$ cat src/rtl/systolic_skew_if.sv
// Bus between the systolic controller/global buffer side and one skew stage.
// The master drives enable, bubble, flush and the read word; the slave returns the skewed edge.
interface systolic_skew_if #(
   parameter int LANES  = 10,
   parameter int DATA_W = 8
);
   logic                    ensys_i;
   logic                    bubble_i;
   logic                    clr_i;
   logic [LANES*DATA_W-1:0] data_i;
   logic [LANES*DATA_W-1:0] data_o;
   logic [LANES-1:0]        valid_o;
   logic                    busy_o;

   modport master (
      output ensys_i, bubble_i, clr_i, data_i,
      input  data_o, valid_o, busy_o
   );

   modport slave (
      input  ensys_i, bubble_i, clr_i, data_i,
      output data_o, valid_o, busy_o
   );
endinterface

$ cat src/rtl/systolic_skew.sv
// Systolic input skew: lane j delays its element j+1 cycles so a parallel buffer word
// enters the PE array edge as a diagonal wavefront. Pure data movement, no stall.
module systolic_skew #(
   parameter int LANES  = 10,
   parameter int DATA_W = 8
) (
   input  logic           clk_i,
   input  logic           rst_i,
   systolic_skew_if.slave bus
);
   logic                    load_vld;
   logic [LANES-1:0]        lane_busy;
   logic [LANES-1:0]        valid_out;
   logic [LANES*DATA_W-1:0] data_out;
   logic                    busy_d;
   logic                    busy_q;

   // Bubbles and idle cycles both enter as {0,0}, so bubble slots keep their diagonal place.
   assign load_vld = bus.ensys_i & ~bus.bubble_i;

   for (genvar j = 0; j < LANES; j++) begin : g_lane
      localparam int DEPTH = j + 1;

      logic [DATA_W-1:0]             load_dat;
      logic [DEPTH-1:0]              vld_sh;
      logic [DEPTH-1:0][DATA_W-1:0]  dat_sh;
      logic [DEPTH-1:0]              vld_d;
      logic [DEPTH-1:0]              vld_q;
      logic [DEPTH-1:0][DATA_W-1:0]  dat_d;
      logic [DEPTH-1:0][DATA_W-1:0]  dat_q;

      assign load_dat = load_vld ? bus.data_i[j*DATA_W +: DATA_W] : '0;

      if (DEPTH == 1) begin : g_one
         assign vld_sh = load_vld;
         assign dat_sh = load_dat;
      end else begin : g_many
         assign vld_sh = {vld_q[DEPTH-2:0], load_vld};
         assign dat_sh = {dat_q[DEPTH-2:0], load_dat};
      end

      always_comb begin
         vld_d = '0;
         dat_d = '0;
         if (!bus.clr_i) begin
            vld_d = vld_sh;
            dat_d = dat_sh;
         end
      end

      always_ff @(posedge clk_i or posedge rst_i) begin
         if (rst_i) begin
            vld_q <= '0;
            dat_q <= '0;
         end else begin
            vld_q <= vld_d;
            dat_q <= dat_d;
         end
      end

      // Masking is redundant with the {0,0} loads but keeps the PE edge clean by construction.
      assign valid_out[j]                  = vld_q[DEPTH-1];
      assign data_out[j*DATA_W +: DATA_W]  = vld_q[DEPTH-1] ? dat_q[DEPTH-1] : '0;
      assign lane_busy[j]                  = |vld_q;
   end

   // Busy covers the incoming load plus everything already in flight; a flush clears it at once.
   always_comb begin
      busy_d = ~bus.clr_i & (load_vld | (|lane_busy));
   end

   always_ff @(posedge clk_i or posedge rst_i) begin
      if (rst_i) begin
         busy_q <= 1'b0;
      end else begin
         busy_q <= busy_d;
      end
   end

   assign bus.data_o  = data_out;
   assign bus.valid_o = valid_out;
   assign bus.busy_o  = busy_q;
endmodule

$ cat src/flat_wrapper.sv
// flat-port wrapper written by rule: the top's interface ports become plain ports
module systolic_skew_flat 
#(
   parameter int LANES  = 10,
   parameter int DATA_W = 8
)
  (clk_i, rst_i, bus_ensys_i, bus_bubble_i, bus_clr_i, bus_data_i, bus_data_o, bus_valid_o, bus_busy_o);
  systolic_skew_if #(.LANES(LANES), .DATA_W(DATA_W)) bus_i ();
  input  logic clk_i;
  input  logic rst_i;
  input wire logic [$bits(bus_i.ensys_i)-1:0] bus_ensys_i;
  input wire logic [$bits(bus_i.bubble_i)-1:0] bus_bubble_i;
  input wire logic [$bits(bus_i.clr_i)-1:0] bus_clr_i;
  input wire logic [$bits(bus_i.data_i)-1:0] bus_data_i;
  output wire logic [$bits(bus_i.data_o)-1:0] bus_data_o;
  output wire logic [$bits(bus_i.valid_o)-1:0] bus_valid_o;
  output wire logic [$bits(bus_i.busy_o)-1:0] bus_busy_o;
  assign bus_i.ensys_i = bus_ensys_i;
  assign bus_i.bubble_i = bus_bubble_i;
  assign bus_i.clr_i = bus_clr_i;
  assign bus_i.data_i = bus_data_i;
  assign bus_data_o = bus_i.data_o;
  assign bus_valid_o = bus_i.valid_o;
  assign bus_busy_o = bus_i.busy_o;
  systolic_skew #(.LANES(LANES), .DATA_W(DATA_W)) u_core (.clk_i(clk_i), .rst_i(rst_i), .bus(bus_i));
endmodule
$ cat config.mk
export PLATFORM = sky130hd
export DESIGN_NAME = systolic_skew_flat
export DESIGN_NICKNAME = d
export VERILOG_FILES = /design/src/rtl/systolic_skew_if.sv /design/src/rtl/systolic_skew.sv /design/src/flat_wrapper.sv
export SDC_FILE = /design/constraint.sdc
export NUM_CORES = 1
export LEC_CHECK = 0
export ABC_AREA = 1
export CAP_MARGIN = 20
export CORE_MARGIN = 1
export CORE_UTILIZATION = 30
export CTS_CLUSTER_DIAMETER = 200
export DETAILED_ROUTE_END_ITERATION = 16
export GPL_TIMING_DRIVEN = 0
export SLEW_MARGIN = 20
export SYNTH_ARGS = -nofsm -noshare
export SYNTH_HDL_FRONTEND = slang
export SYNTH_SLANG_ARGS = --single-unit
$ cat constraint.sdc
create_clock -name clk_i -period 41.8 [get_ports clk_i]
set_clock_uncertainty 0.1 [all_clocks]
set_input_delay 8.36 -clock clk_i [delete_from_list [all_inputs] [get_ports clk_i]]
set_output_delay 8.36 -clock clk_i [all_outputs]
set_load 0.02 [all_outputs]
After elaboration in Yosys (flattened, before gate mapping)
Index checks and enable logic that the tools add are counted.
Cells by class
  muxes and demuxes: 40
  bitwise operators: 5
  reduce and logical (&&, ||, !) cells: 1
Operators with widths (count)
  $mux W8: 22
  $mux W80: 1
  $mux W72: 1
  $mux W64: 1
  $mux W56: 1
  $reduce_or A55 Y1: 1
  $mux W48: 1
  $mux W40: 1
  $mux W32: 1
  $mux W24: 1
  $mux W16: 1
  $mux W10: 1
  $mux W9: 1
  $mux W7: 1
  $mux W6: 1
  $mux W5: 1
  $mux W4: 1
  $mux W3: 1
  $and A1 B1 Y1: 2
  $mux W2: 1
  $not A1 Y1: 2
  $mux W1: 1
  $or A1 B1 Y1: 1
Storage, ports and cells
  bits in registers: 496
  input bits: 85
  output and inout port bits: 91
  logic and storage cells: 112

Longest topological paths before layout
Gate-level depths: netlist (run 1).
  word-level depth: 4
  depth in mapped cells: 6
  gate-level depth less buffers: 5

Least setup slack after synthesis (run 1)
No wires, ideal clock.
  path type: register to output
  from: register, netlist name u_core.g_lane[3].vld_q[2]
  to: output bus_data_o[16]
  arrival: 937 ps
  data required time: 33340 ps
  slack: 32403 ps
  cell stages (with the launch flop): 4
  path buffers: 1
  cells stage by stage: dfrtp_1 clkbuf_1 nand2_1 inv_1
RTL lines
  end, declared: RTL line flat_wrapper.sv:15  | output wire logic [$bits(bus_i.data_o)-1:0] bus_data_o;

==> reports/results.tsv, run 1 <==
stage	metric	value	unit
timing	drv_slew	0	
timing	fin_tns_setup	0	ns
finish	nNetsFinal	1899	
logic_synthesis	synth_fa_ha_area_share	0	%
finish	final_common_cell	inv_1	
floorplan	die_w	235	um
setup_path	crit_fanout	10	
grt	grt_overflow	0	
setup_path	critPathLaunchType	flip-flop	
flow_run	drv_cap	0	
drt	dr.pass1.iters	4	
timing	rsz0062_at_grt	false	
clock_tree	ctsResizeCount	0	
placed_design	pre_cts_slack	31.37	ns
drt	viasPerCell	3.66	
drt	final_antenna_net_count	0	
logic_synthesis	yosysWarnings	0	
drt	drt_wl_total	29.7	mm
timing	fmax	92.2	MHz
grt	antenna_found_initial	1	
clock_tree	cts_buffer_depth	3	
timing	period_share	26.0	%
timing	finalHoldViolations	0	
drt	avgRoutedWirePerCell	11.7	um
logic_synthesis	synth_xor_area_share	0	%
clock_tree	post_cts_buffers	0	
finish	final_cell_mix	inv_1, dfrtp_1, nor2_1	
logic_synthesis	synth.area.mux_share	0	%
floorplan	io_pins	176	
clock_tree	insertion_delay	0.57	ns
setup_path	critPathCapture	bus_data_o[36]	
setup_path	required	33.34	ns
power	p_per_area	43.4	nW/um2
setup_path	critPathSlowestCell	clkdlybuf4s50_1	
logic_synthesis	synth_top_family_by_area	simple AND/OR/NAND/NOR gates	
clock_tree	cts_buffers	47	
drt	drt_first_iter_violations	343	
clock_tree	tritoncts	yes	
power	ir_worst_vdd	0.0266	mV
grt	grt_max_degree	106	
setup_path	worstSetupPathType	reg -> out	
logic_synthesis	synth-seq-cells	451	
setup_path	crit_arrival	2.39	ns
logic_synthesis	synth_simple_gate_area_share	16.1	%
setup_path	crit_start	u_core.g_lane[5].vld_q[4]	
min_path	hp-class	reg -> reg	
placed_design	portBuffers	175	
clock_tree	htree_levels	2	
finish	postLayoutCoreUtil	38.3	%
timing	tightestPinTransition	0.846	ns
placed_design	hpwl	20.7	mm
setup_path	end_kind	output pin	
floorplan	rows	85	
drt	vias	9317	
status	status	finished clean	
power	p_leak	0.0105	uW
logic_synthesis	synth_compound_area_share	0.0306	%
clock_tree	ctsRootBufferMaster	clkbuf_16	
clock_tree	cts_hold_buf	0	
timing	max_slew_margin	43.6	%
logic_synthesis	yosysSeqAreaShare	69.1	%
setup_path	reg2reg_depth	4	
logic_synthesis	yosysUniqueCellTypes	12	
floorplan	die-area	55400	um2
setup_path	r2r_setup_slack	40.30	ns
setup_path	slowest_delay	0.60	ns
logic_synthesis	synth_top_area_share	69.1	%
logic_synthesis	syn_area	16300	um2
logic_synthesis	ys_top_cells_by_area	dfrtp_1, inv_1, nor2_1, nor2_4, nand2_1	
setup_path	rr_startpoint	u_core.g_lane[9].vld_q[8]	
floorplan	core	53800	um2
clock_tree	clkSlewWorstSetupHoldPaths	0.06	ns
placed_design	routabilityCongestion	0.723	
logic_synthesis	yosysTopAreaCell	dfrtp_1	
finish	area_growth	26.3	%
floorplan	initial_core_util	30.4	%
timing	setup_ws	30.95	ns
finish	drive_gt1_share	11.0	%
drt	drc_errors	0	
setup_path	reg2reg_to	u_core.bus.busy_o	
setup_path	crit_path_cell_trace	clkbuf_1 > nand2_1 > inv_1 > clkdlybuf4s50_1	
timing	finalSetupViolations	0	
clock_tree	cts_sinks	451	
logic_synthesis	syn_nets	1670	
timing	period_minus_slack	10.85	ns
logic_synthesis	synth.avg_cell_area	10.3	um2
floorplan	die_h	235	um
grt	grtUsageTotal	11.4	%
grt	grt_pass1_wl	49.6	mm
grt	grt_pass1_vias	9545	
logic_synthesis	syn-instance-count	1585	
==> power by group <==
part | internal, uW | total [uW] | leakage (uW) | switching [uW]
Sequential | 441 | 442 | 0.00627 | 1.19
Clock | 247 | 413 | 0.000749 | 167
Combinational | 14.1 | 39.3 | 0.00345 | 25.2
Total | 702 | 895 | 0.0105 | 193
==> per-layer routing <==
layer  share of wire (%)  track usage [%]  vias up  wire length [um]
met5               0.037                0        -                11
met4                 2.1             3.13        2               624
li1                    -                -     4684                 -
met2                  46             18.4      174             13800
met1                  47             14.9     4400             13900
met3                 4.8             3.08       57              1430
==> worst min-delay path by stage <==
stage                                     startpoint                         end  slack, ns  depth (start not counted)
after floorplan            u_core.g_lane[1].dat_q[2]  u_core.g_lane[1].dat_q[10]       0.33                          2
final                     u_core.g_lane[9].dat_q[69]  u_core.g_lane[9].dat_q[77]       0.35                          2
after global placement    u_core.g_lane[4].dat_q[25]  u_core.g_lane[4].dat_q[33]       0.34                          2
after CTS                  u_core.g_lane[7].dat_q[4]  u_core.g_lane[7].dat_q[12]       0.35                          2
after detailed placement  u_core.g_lane[4].dat_q[18]  u_core.g_lane[4].dat_q[26]       0.34                          2
after global routing       u_core.g_lane[2].dat_q[7]  u_core.g_lane[2].dat_q[15]       0.37                          2
==> critical path, delay by kind of cell (launching register included) <==
family	cells	cell delay, ns
buffers and inverters	3	1.25
DFF	1	0.35
and+or+nand+nor	1	0.21
==> cell families (layout without fill, tap and decap cells) <==
logic type / after synthesis / after routing
AND/OR/NAND/NOR: 540 / 540
buffers and inverters: 593 / 858
flip-flops: 451 / 451
other: 0 / 1
AO/OA/AOI/OAI: 1 / 1
==> flip-flops by register name, summed over array words and instances (netlist names) <==
register,flops
u_core.bus.busy_o,1
u_core.g_lane.dat_q,440
u_core.g_lane.vld_q,10
==> layout make-up <==
class / count / area [um2]
fillers: 5308 / 33200
well taps: 696 / 871
inverters: 532 / 2000
plain buffers: 61 / 422
clock inverters: 18 / 211
flip-flops and latches: 451 / 11300
multi-input cells: 541 / 2630
clock buffers: 67 / 1330
diodes: 1 / 2.50
repair buffers: 180 / 1870
==> synthesized netlist by cell type (all sizes together) <==
library cell	count
or2	2
inv	532
a21oi	1
buf	44
clkbuf	17
nor2	454
dfrtp	451
nand2	84
==> stage by stage <==
| stage | std cells | hold WS, ns | area [um2] | total power (uW) |
|---|---|---|---|---|
| after floorplan | 1585 | 0.334 | 16300 | 474 |
| after global placement | 2456 | 0.337 | 19000 | 490 |
| after detailed placement | 2461 | 0.342 | 19100 | 491 |
| after CTS | 2546 | 0.350 | 20600 | 912 |
| after global routing | 2546 | 0.367 | 20600 | 936 |
| final | 2547 | 0.353 | 20600 | 895 |
Power figures use the tool's default switching activity.
==> run 2, diff against run 1 <==
clock period = 9.4 ns   (was 41.8 ns; I/O delays follow)
==> reports/results.tsv, run 2 (synthesized netlist as in run 1, its figures left out) <==
stage	metric	value	unit	change
clock_tree	clkSlewWorstSetupHoldPaths	0.06	ns	about the same
finish	final_common_cell	inv_1		unchanged
finish	design_area	20900	um2	was 20600 um2
drt	drc_errors	0		unchanged
floorplan	die-area	55400	um2	unchanged
setup_path	end_kind	output pin		unchanged
placed_design	routabilityCongestion	0.738		was 0.723
drt	viasPerCell	3.61		was 3.66
timing	fmax	228	MHz	
drt	drt_first_iter_violations	302		was 343
finish	top_register	u_core.g_lane.dat_q		unchanged
status	status	finished clean		unchanged
drt	final_antenna_net_count	0		unchanged
setup_path	crit_start	u_core.g_lane[5].vld_q[4]		unchanged
clock_tree	insertion_delay	0.58	ns	was 0.57 ns
setup_path	worstSetupPathType	reg -> out		unchanged
clock_tree	htree_levels	2		unchanged
finish	largest_reg_flops	440		unchanged
timing	finalSetupViolations	0		unchanged
drt	vias	9227		was 9317
setup_path	critPathLaunchType	flip-flop		unchanged
power	combPwrFrac	4.4	%	about the same
placed_design	pre_cts_slack	5.45	ns	was 31.37 ns
placed_design	placed_cell_area	19200	um2	was 19100 um2
timing	max_slew_margin	48.6	%	was 43.6%
grt	grt_pass1_wl	49.9	mm	was 49.6 mm
placed_design	portBuffers	175		unchanged
timing	holdWs	0.350	ns	was 0.353 ns
floorplan	io_pins	176		unchanged
finish	nNetsFinal	1908		was 1899
power	ir_worst_vdd	0.124	mV	was 0.0266 mV
min_path	hp-class	reg -> reg		unchanged
power	p_per_area	199	nW/um2	was 43.4 nW/um2
grt	grt_pass1_vias	9638		was 9545
finish	fillers	5264		was 5308
setup_path	crit_fanout	10		unchanged
timing	setup_ws	5.01	ns	was 30.95 ns
clock_tree	cts_hold_buf	0		unchanged
timing	rsz0062_at_grt	false		unchanged
power	power.switching	885	uW	was 193 uW
flow_run	drv_cap	0		unchanged
timing	fin_tns_setup	0	ns	unchanged
floorplan	die_h	235	um	unchanged
power	swShare	21.3	%	was 21.6%
clock_tree	tritoncts	yes		unchanged
finish	area_growth	28.2	%	was 26.3%
setup_path	rr_startpoint	u_core.g_lane[1].vld_q[0]		was u_core.g_lane[9].vld_q[8]
timing	finalHoldViolations	0		unchanged
power	p_seq_share	47.2	%	was 49.4%
setup_path	reg2reg_to	u_core.bus.busy_o		unchanged
power	p_int	3280	uW	was 702 uW
grt	grt_overflow	0		unchanged
clock_tree	ctsResizeCount	0		unchanged
clock_tree	cts_sinks	451		unchanged
clock_tree	cts_buffers	48		was 47
finish	final_cell_mix	inv_1, dfrtp_1, nor2_1		unchanged
floorplan	initial_core_util	30.4	%	unchanged
timing	period_minus_slack	4.39	ns	
clock_tree	cts_buffer_depth	3		unchanged
drt	drt_wl_total	29.7	mm	about the same
drt	dr.pass1.iters	4		unchanged
floorplan	die_w	235	um	unchanged
drt	avgRoutedWirePerCell	11.6	um	was 11.7 um
setup_path	r2r_setup_slack	7.92	ns	was 40.30 ns
setup_path	critPathCapture	bus_data_o[39]		was bus_data_o[36]
floorplan	rows	85		unchanged
floorplan	core	53800	um2	unchanged
grt	antenna_found_initial	1		unchanged
clock_tree	ctsRootBufferMaster	clkbuf_16		unchanged
power	p_leak	0.0106	uW	was 0.0105 uW
finish	drive_gt1_share	11.8	%	was 11.0%
power	power	4160	uW	was 895 uW
grt	grt_max_degree	38		was 106
setup_path	reg2reg_depth	5		was 4
setup_path	crit_arrival	2.41	ns	was 2.39 ns
placed_design	hpwl	21.0	mm	was 20.7 mm
clock_tree	post_cts_buffers	0		unchanged
timing	drv_slew	0		unchanged
timing	period_share	46.7	%	
power	p_clk_share	48.4	%	was 46.2%
timing	tightestPinTransition	0.771	ns	was 0.846 ns
setup_path	required	7.42	ns	was 33.34 ns
grt	grtUsageTotal	11.5	%	was 11.4%
## run 2: power by group through the flow
stage          Sequential [uW]  Clock (uW)  Combinational [uW]
2_1_floorplan             2000           0                 103
3_3_place_gp              2000           0                 173
3_5_place_dp              2000           0                 190
4_1_cts                   1970        2090                 190
5_1_grt                   1970        2170                 206
6_report                  1970        2010                 182
## run 2: final cells by class
type | count | area [um2] | share of cell area (%)
Clock buffer | 63 | 1330 | 6.34
Buffer | 61 | 423 | 2.02
Multi-Input combinational cell | 541 | 2630 | 12.6
Timing Repair Buffer | 188 | 2010 | 9.60
Tap cell | 696 | 871 | 4.16
Clock inverter | 25 | 394 | 1.88
Antenna cell | 1 | 2.50 | 0.0119
Sequential cell | 451 | 11300 | 53.9
Inverter | 532 | 2000 | 9.55
## run 2: how the worst min path moves through the flow
stage,from,end,slack (ns),cells after the start
global route,u_core.g_lane[9].dat_q[40],u_core.g_lane[9].dat_q[48],0.36,2
global placement,u_core.g_lane[4].dat_q[19],u_core.g_lane[4].dat_q[27],0.33,2
finish,u_core.g_lane[9].dat_q[40],u_core.g_lane[9].dat_q[48],0.35,2
floorplan,u_core.g_lane[1].dat_q[2],u_core.g_lane[1].dat_q[10],0.33,2
CTS,u_core.g_lane[5].dat_q[37],u_core.g_lane[5].dat_q[45],0.36,2
detailed placement,u_core.g_lane[2].dat_q[12],u_core.g_lane[2].dat_q[20],0.34,2
## run 2: metal layers
layer | vias to the layer above | track usage, % | routed length, um
met5 | - | 0 | 0
met4 | 0 | 3.60 | 678
met3 | 52 | 3.05 | 1410
met2 | 172 | 18.4 | 13600
met1 | 4301 | 15.1 | 14100
li1 | 4702 | - | -
## run 2: critical path: stages (launching register included)
cell	delay, ns
dfrtp_1	0.34
clkbuf_1	0.59
nand2_1	0.20
inv_1	0.10
clkdlybuf4s50_1	0.60
## run 2: through the flow
step | util (%) | cells
3_5_place_dp | 35.7 | 2469
5_1_grt | 38.9 | 2557
4_1_cts | 38.9 | 2557
6_report | 38.9 | 2558
3_3_place_gp | 35.2 | 2456
2_1_floorplan | - | 1585
